## src/rtl/duv_mem_arb_pkg.sv

```systemverilog
// Shared types and default sizing for the DUV memory arbiter.
// The lock counter width is derived from the lock limit so it can hold LOCK_MAX.
package duv_mem_arb_pkg;

    typedef enum logic {
        ARB,
        LOCKED
    } arb_state_e;

    localparam int DEF_ADDR_W   = 10;
    localparam int DEF_DATA_W   = 32;
    localparam int DEF_LOCK_MAX = 16;

    function automatic int lock_cnt_w(input int lock_max);
        return $clog2(lock_max + 1);
    endfunction

    localparam int DEF_LOCK_CNT_W = lock_cnt_w(DEF_LOCK_MAX);

endpackage

```

## src/rtl/duv_mem_arb_rr.sv

```systemverilog
// Combinational round-robin picker: first asserted request at or above ptr,
// wrapping around, returned both as a one-hot vector and as an index.
module duv_mem_arb_rr #(
    parameter int N     = 4,
    parameter int IDX_W = $clog2(N)
) (
    input  logic [N-1:0]     req,
    input  logic [IDX_W-1:0] ptr,
    output logic [N-1:0]     gnt,
    output logic [IDX_W-1:0] winner,
    output logic             found
);

    always_comb begin
        int               idx;
        logic [IDX_W-1:0] idx_w;
        gnt    = '0;
        winner = '0;
        found  = 1'b0;
        idx    = 0;
        idx_w  = '0;
        for (int i = 0; i < N; i++) begin
            idx = int'(ptr) + i;
            if (idx >= N) begin
                idx = idx - N;
            end
            idx_w = IDX_W'(idx);
            if (!found && req[idx_w]) begin
                found       = 1'b1;
                winner      = idx_w;
                gnt[idx_w]  = 1'b1;
            end
        end
    end

endmodule

```

## src/rtl/duv_mem_arb.sv

```systemverilog
// Round-robin arbiter sharing the single-port DUV memory between requesters,
// with a bounded lock that lets one requester keep the port for bursts.
//
//   state  | meaning
//   ARB    | round-robin selection from ptr on every cycle
//   LOCKED | only the owner may be granted; owner dropping req releases at once
module duv_mem_arb
    import duv_mem_arb_pkg::*;
#(
    parameter int REQUESTERS = 4,
    parameter int ADDR_W     = DEF_ADDR_W,
    parameter int DATA_W     = DEF_DATA_W,
    parameter int LOCK_MAX   = DEF_LOCK_MAX
) (
    input  logic                         duv_mem_arb_clk_ip,
    input  logic                         duv_mem_arb_rst_ip,
    input  logic [REQUESTERS-1:0]        duv_mem_arb_req_ip,
    input  logic [REQUESTERS-1:0]        duv_mem_arb_we_ip,
    input  logic [REQUESTERS-1:0]        duv_mem_arb_lock_ip,
    input  logic [REQUESTERS*ADDR_W-1:0] duv_mem_arb_addr_ip,
    input  logic [REQUESTERS*DATA_W-1:0] duv_mem_arb_wdata_ip,
    output logic [REQUESTERS-1:0]        duv_mem_arb_gnt_op,
    output logic [REQUESTERS-1:0]        duv_mem_arb_rvalid_op,
    output logic [DATA_W-1:0]            duv_mem_arb_rdata_op,
    output logic                         duv_mem_arb_mem_en_op,
    output logic                         duv_mem_arb_mem_we_op,
    output logic [ADDR_W-1:0]            duv_mem_arb_mem_addr_op,
    output logic [DATA_W-1:0]            duv_mem_arb_mem_wdata_op,
    input  logic [DATA_W-1:0]            duv_mem_arb_mem_rdata_ip
);

    localparam int IDX_W = $clog2(REQUESTERS);
    localparam int CNT_W = lock_cnt_w(LOCK_MAX);

    arb_state_e        state, state_nx;
    logic [IDX_W-1:0]  ptr, ptr_nx;
    logic [IDX_W-1:0]  owner, owner_nx;
    logic [CNT_W-1:0]  lock_cnt, lock_cnt_nx;
    logic [REQUESTERS-1:0] rr_gnt;
    logic [IDX_W-1:0]  rr_winner;
    logic              rr_found;
    logic [REQUESTERS-1:0] gnt;
    logic [IDX_W-1:0]  winner;
    logic              owner_hold;
    logic              xfer;
    logic [REQUESTERS-1:0] rvalid;

    function automatic logic [IDX_W-1:0] next_idx(input logic [IDX_W-1:0] i);
        return (int'(i) == REQUESTERS - 1) ? '0 : i + 1'b1;
    endfunction

    duv_mem_arb_rr #(
        .N     (REQUESTERS),
        .IDX_W (IDX_W)
    ) u_rr (
        .req    (duv_mem_arb_req_ip),
        .ptr    (ptr),
        .gnt    (rr_gnt),
        .winner (rr_winner),
        .found  (rr_found)
    );

    always_ff @(posedge duv_mem_arb_clk_ip) begin
        if (duv_mem_arb_rst_ip) begin
            state    <= ARB;
            ptr      <= '0;
            owner    <= '0;
            lock_cnt <= '0;
        end else begin
            state    <= state_nx;
            ptr      <= ptr_nx;
            owner    <= owner_nx;
            lock_cnt <= lock_cnt_nx;
        end
    end

    // lock_cnt counts the owner's grants in the current run, including the one
    // that took the lock; the grant that brings the run to LOCK_MAX ends it.
    always_comb begin
        owner_hold  = (state == LOCKED) && duv_mem_arb_req_ip[owner];
        gnt         = '0;
        winner      = '0;
        state_nx    = state;
        ptr_nx      = ptr;
        owner_nx    = owner;
        lock_cnt_nx = lock_cnt;

        if (!duv_mem_arb_rst_ip) begin
            if (owner_hold) begin
                gnt[owner] = 1'b1;
                winner     = owner;
            end else if (rr_found) begin
                gnt    = rr_gnt;
                winner = rr_winner;
            end
        end
        xfer = |gnt;

        if (owner_hold) begin
            if (!duv_mem_arb_lock_ip[owner] || lock_cnt >= CNT_W'(LOCK_MAX - 1)) begin
                state_nx    = ARB;
                ptr_nx      = next_idx(owner);
                lock_cnt_nx = '0;
            end else begin
                lock_cnt_nx = lock_cnt + 1'b1;
            end
        end else begin
            state_nx    = ARB;
            lock_cnt_nx = '0;
            if (xfer) begin
                ptr_nx = next_idx(winner);
                if (duv_mem_arb_lock_ip[winner] && (LOCK_MAX > 1)) begin
                    state_nx    = LOCKED;
                    owner_nx    = winner;
                    lock_cnt_nx = CNT_W'(1);
                end
            end
        end
    end

    always_comb begin
        duv_mem_arb_mem_we_op    = 1'b0;
        duv_mem_arb_mem_addr_op  = '0;
        duv_mem_arb_mem_wdata_op = '0;
        for (int k = 0; k < REQUESTERS; k++) begin
            if (gnt[k]) begin
                duv_mem_arb_mem_we_op    = duv_mem_arb_mem_we_op | duv_mem_arb_we_ip[k];
                duv_mem_arb_mem_addr_op  = duv_mem_arb_mem_addr_op
                                         | duv_mem_arb_addr_ip[k*ADDR_W +: ADDR_W];
                duv_mem_arb_mem_wdata_op = duv_mem_arb_mem_wdata_op
                                         | duv_mem_arb_wdata_ip[k*DATA_W +: DATA_W];
            end
        end
    end

    always_ff @(posedge duv_mem_arb_clk_ip) begin
        if (duv_mem_arb_rst_ip) begin
            rvalid <= '0;
        end else begin
            rvalid <= gnt & ~duv_mem_arb_we_ip;
        end
    end

    assign duv_mem_arb_gnt_op    = gnt;
    assign duv_mem_arb_mem_en_op = xfer;
    assign duv_mem_arb_rvalid_op = rvalid;
    assign duv_mem_arb_rdata_op  = duv_mem_arb_mem_rdata_ip;

endmodule

```

## config.mk

```make
export PLATFORM = sky130hd
export DESIGN_NAME = duv_mem_arb
export DESIGN_NICKNAME = d
export VERILOG_FILES = /design/src/rtl/duv_mem_arb_pkg.sv /design/src/rtl/duv_mem_arb_rr.sv /design/src/rtl/duv_mem_arb.sv
export SDC_FILE = /design/constraint.sdc
export NUM_CORES = 1
export LEC_CHECK = 0
export CAP_MARGIN = 20
export CORE_ASPECT_RATIO = 0.5
export CORE_MARGIN = 4
export CORE_UTILIZATION = 29
export DETAILED_ROUTE_END_ITERATION = 8
export GPL_ROUTABILITY_DRIVEN = 0
export PLACE_DENSITY_LB_ADDON = 0.1
export SYNTH_ARGS = -nofsm -noshare
export SYNTH_HDL_FRONTEND = slang
export SYNTH_SLANG_ARGS = --single-unit
```

## constraint.sdc

```tcl
create_clock -name duv_mem_arb_clk_ip -period 4.65 [get_ports duv_mem_arb_clk_ip]
set_input_delay 0.93 -clock duv_mem_arb_clk_ip [delete_from_list [all_inputs] [get_ports duv_mem_arb_clk_ip]]
set_output_delay 0.93 -clock duv_mem_arb_clk_ip [all_outputs]
set_load 0.01 [all_outputs]
```

==> results.py <==
metrics = {
    "placed_design": {
        "port_buffers": 233,
        "placed_area_um2": 5340,
        "place_hpwl_mm": 10.8,
    },
    "finish": {
        "fin_area_um2": 5560,
        "num-fill-cells": 797,
        "areaGrowthSynthToFinish_pct": 99.8,
        "diodes": 0,
        "drive_above_1_share_pct": 13.8,
        "fin_nets": 824,
    },
    "worst_setup_path": {
        "cp_cell_sequence": "dlygate4sd2_1 -> mux4_2 -> nand2_1 -> nor4b_4 -> o221ai_4 -> buf_12 -> nor4_2 -> buf_4 -> inv_1 -> clkdlybuf4s50_1",
        "path_class": "primary input to output port",
        "slowest_stage": "mux4_2",
        "path_buf_inv": 5,
        "r2r_cells": 12,
        "endpoint_kind": "output port",
        "r2r_slack_ps": 1480,
        "cp.arrival_ps": 3600,
        "r2r-start": "ptr[1]",
        "cpLargestDelayFamily": "buffers and inverters",
        "slowest_delay_ps": 630,
        "worstReg2RegEnd": "ptr[0]",
        "path_max_fanout": 21,
        "start_kind": "primary input",
        "cp.required_ps": 3720,
    },
    "grt": {
        "grt_pass1_vias": 3735,
        "grt-ovfl-total": 0,
        "grt_pass1_wl_mm": 20.5,
        "antenna_found_initial": 0,
        "grt_usage_pct": 22.0,
        "grt_start_max_net_pins": 30,
    },
    "sta": {
        "worstMarginPinSlew_ps": 452,
        "final-setup-viol-count": 0,
        "min_period_ps": 4530,
        "drv_slew": 0,
        "whs_ps": 526,
        "skew_ps": 2.39,
        "rsz0062_at_grt": "false",
        "hold_violations": 0,
        "clock.fmax_mhz": 221,
        "relSlewSlack_pct": 69.7,
        "fin_crit_sh_pct": 97.4,
    },
    "cts": {
        "clk_path_buf_depth": 2,
        "clock_latency_ps": 240,
        "root_buffer": "clkbuf_16",
        "clk_pin_slew_ps": 50,
        "htreeDepth": 1,
        "cts_setup_buffers": 0,
        "cts.sinks": 14,
        "numCtsBuffers": 3,
        "cts_tree": "done",
    },
    "logic_synthesis": {
        "synth_seq_cells": 14,
        "seq_area_frac_synth_pct": 10.1,
        "synth_cell_type_count": 60,
        "syn_avg_cell_area_um2": 7.38,
        "yosys_warnings": 0,
        "netlist_instances": 377,
        "async_flop_share_pct": 0,
        "ys.flop_type": "dfxtp_1",
        "synth.cell_area_um2": 2780,
        "syn-num-nets": 605,
        "synth_edf_count": 0,
    },
    "worst_hold_path": {
        "worstHoldStart": "lock_cnt[0]",
        "hp-class": "flip-flop to flip-flop",
        "hold_end": "lock_cnt[0]",
        "whs_path_depth": 1,
    },
    "floorplan": {
        "initial_utilization_pct": 30.9,
        "die_area_um2": 11300,
        "core-area_um2": 9010,
        "row_count": 24,
        "fp.dieH_um": 77.3,
        "die_x_um": 147,
        "io_pins": 298,
    },
    "routing": {
        "wl_per_cell_um": 18.8,
        "drt_iter0_drc": 199,
        "routed_wirelength_mm": 13.4,
        "route.antenna.remaining_nets": 0,
        "routed_via_density": 5.21,
        "firstDrtPassIters": 5,
        "via_count": 3712,
        "drc": 0,
    },
    "run_status": {
        "status": "finished clean",
    },
    "pwr": {
        "p_leak_nw": 2.18,
        "ir_drop_mv": 0.175,
        "p_per_area_nw_per_um2": 532,
    },
    "run": {
        "drv_cap": 0,
    },
}
cells in the final DEF, fill, tap and decap left out, types with 2 or more instances in the layout:
master | Yosys | layout
clkdlybuf4s50_1 | 0 | 229
a22oi_1 | 88 | 88
nand2_1 | 61 | 61
buf_4 | 33 | 35
inv_1 | 15 | 15
nor2_1 | 14 | 14
ha_1 | 14 | 14
dfxtp_1 | 14 | 14
nor2b_1 | 10 | 10
nor3_1 | 9 | 7
a21oi_1 | 6 | 6
nor4b_4 | 0 | 6
o211ai_1 | 6 | 6
buf_12 | 0 | 6
mux4_2 | 4 | 5
nand3_1 | 5 | 5
o221ai_4 | 0 | 4
o21ai_0 | 4 | 4
dlygate4sd2_1 | 0 | 4
mux2_2 | 3 | 3
mux2_4 | 3 | 3
and3_1 | 3 | 3
clkbuf_16 | 0 | 3
buf_6 | 2 | 3
and2_1 | 2 | 2
nor3_2 | 0 | 2
nor4b_2 | 3 | 2
a2111o_1 | 2 | 2
a31oi_1 | 2 | 2
or2_2 | 2 | 2
o221ai_1 | 5 | 2
a221oi_2 | 2 | 2
o21a_1 | 2 | 2
cell families (layout without fill, tap and decap cells):
logic type	after synthesis	count (layout)	share of synthesized area, %
DFF	14	14	10.1
AOI/OAI and AO/OA	132	132	37.6
and+or+nand+nor	124	124	22.6
buffers and inverters	79	296	16.0
adders and majority gates	14	14	6.30
xor gates and xnor gates	2	2	0.630
muxes	12	13	6.83
cell usage after synthesis, types with 5 or more instances:
| cell type | number | area share (%) |
|---|---|---|
| inv_1 | 15 | 2.0 |
| nor2b_1 | 10 | 2.2 |
| o221ai_1 | 5 | 1.6 |
| nor4b_1 | 5 | 1.6 |
| nand3_1 | 5 | 0.90 |
| buf_2 | 6 | 1.1 |
| buf_1 | 5 | 0.67 |
| a22oi_1 | 88 | 24 |
| dfxtp_1 | 14 | 10 |
| a21oi_1 | 6 | 1.1 |
| nand2_1 | 61 | 8.2 |
| nor2_1 | 14 | 1.9 |
| ha_1 | 14 | 6.3 |
| o211ai_1 | 6 | 1.6 |
| nor3_1 | 9 | 1.6 |
| clkbuf_1 | 17 | 2.3 |
| buf_4 | 33 | 8.9 |
per-layer routing:
layer | track usage (%) | routed length [um]
met1 | 26.2 | 5310
met2 | 41.6 | 7020
met3 | 2.47 | 661
met4 | 6.38 | 397
met5 | 0 | 0
cell type report:
cell class,count,area (um^2),area share (%)
multi-input combinational,285,2240,40.4
tap,117,146,2.63
clock buffer,4,88.8,1.60
inverter,15,56.3,1.01
sequential,14,280,5.04
timing repair buffer,277,2740,49.3
how the worst max path moves through the flow:
stage                     cells after the start  slack (ps)                  start                         end
after floorplan                               9         770  duv_mem_arb_req_ip[2]  duv_mem_arb_mem_addr_op[2]
final                                        10         120  duv_mem_arb_req_ip[3]       duv_mem_arb_mem_en_op
after global placement                       10        -160  duv_mem_arb_req_ip[3]       duv_mem_arb_mem_en_op
after global routing                         10          30  duv_mem_arb_req_ip[3]       duv_mem_arb_mem_en_op
after CTS                                    10         160  duv_mem_arb_req_ip[3]       duv_mem_arb_mem_en_op
after detailed placement                     10        -210  duv_mem_arb_req_ip[3]       duv_mem_arb_mem_en_op
what timing repair did:
action / 4_1_cts / 5_1_grt
hold endpoints to repair: 0 / 0
resized for setup: 22 / 0
setup endpoints to repair: 44 / 0
hold buffers: 0 / 0
metrics by stage:
step	TNS (ps)	setup slack [ps]	std cells	power (W)	utilization [%]
5_1_grt	0	27.3	712	0.00316	61.7
3_5_place_dp	-3760	-213	707	0.00269	59.3
3_3_place_gp	-1660	-156	707	0.00268	59.3
2_1_floorplan	0	768	377	0.00141	-
6_report	0	120	712	0.00296	61.7
4_1_cts	0	165	712	0.00297	61.7
where the power goes:
part | switching (W) | total (W) | internal [W]
Sequential | 0.0000232 | 0.000172 | 0.000149
Combinational | 0.00122 | 0.00261 | 0.00139
Clock | 0.0000487 | 0.000179 | 0.000130
registers in the layout (all words and copies together) (netlist names):
register               cells
state                      1
ptr                        2
duv_mem_arb_rvalid_op      4
lock_cnt                   5
owner                      2
Note: power is estimated with default switching activity, not from simulation.
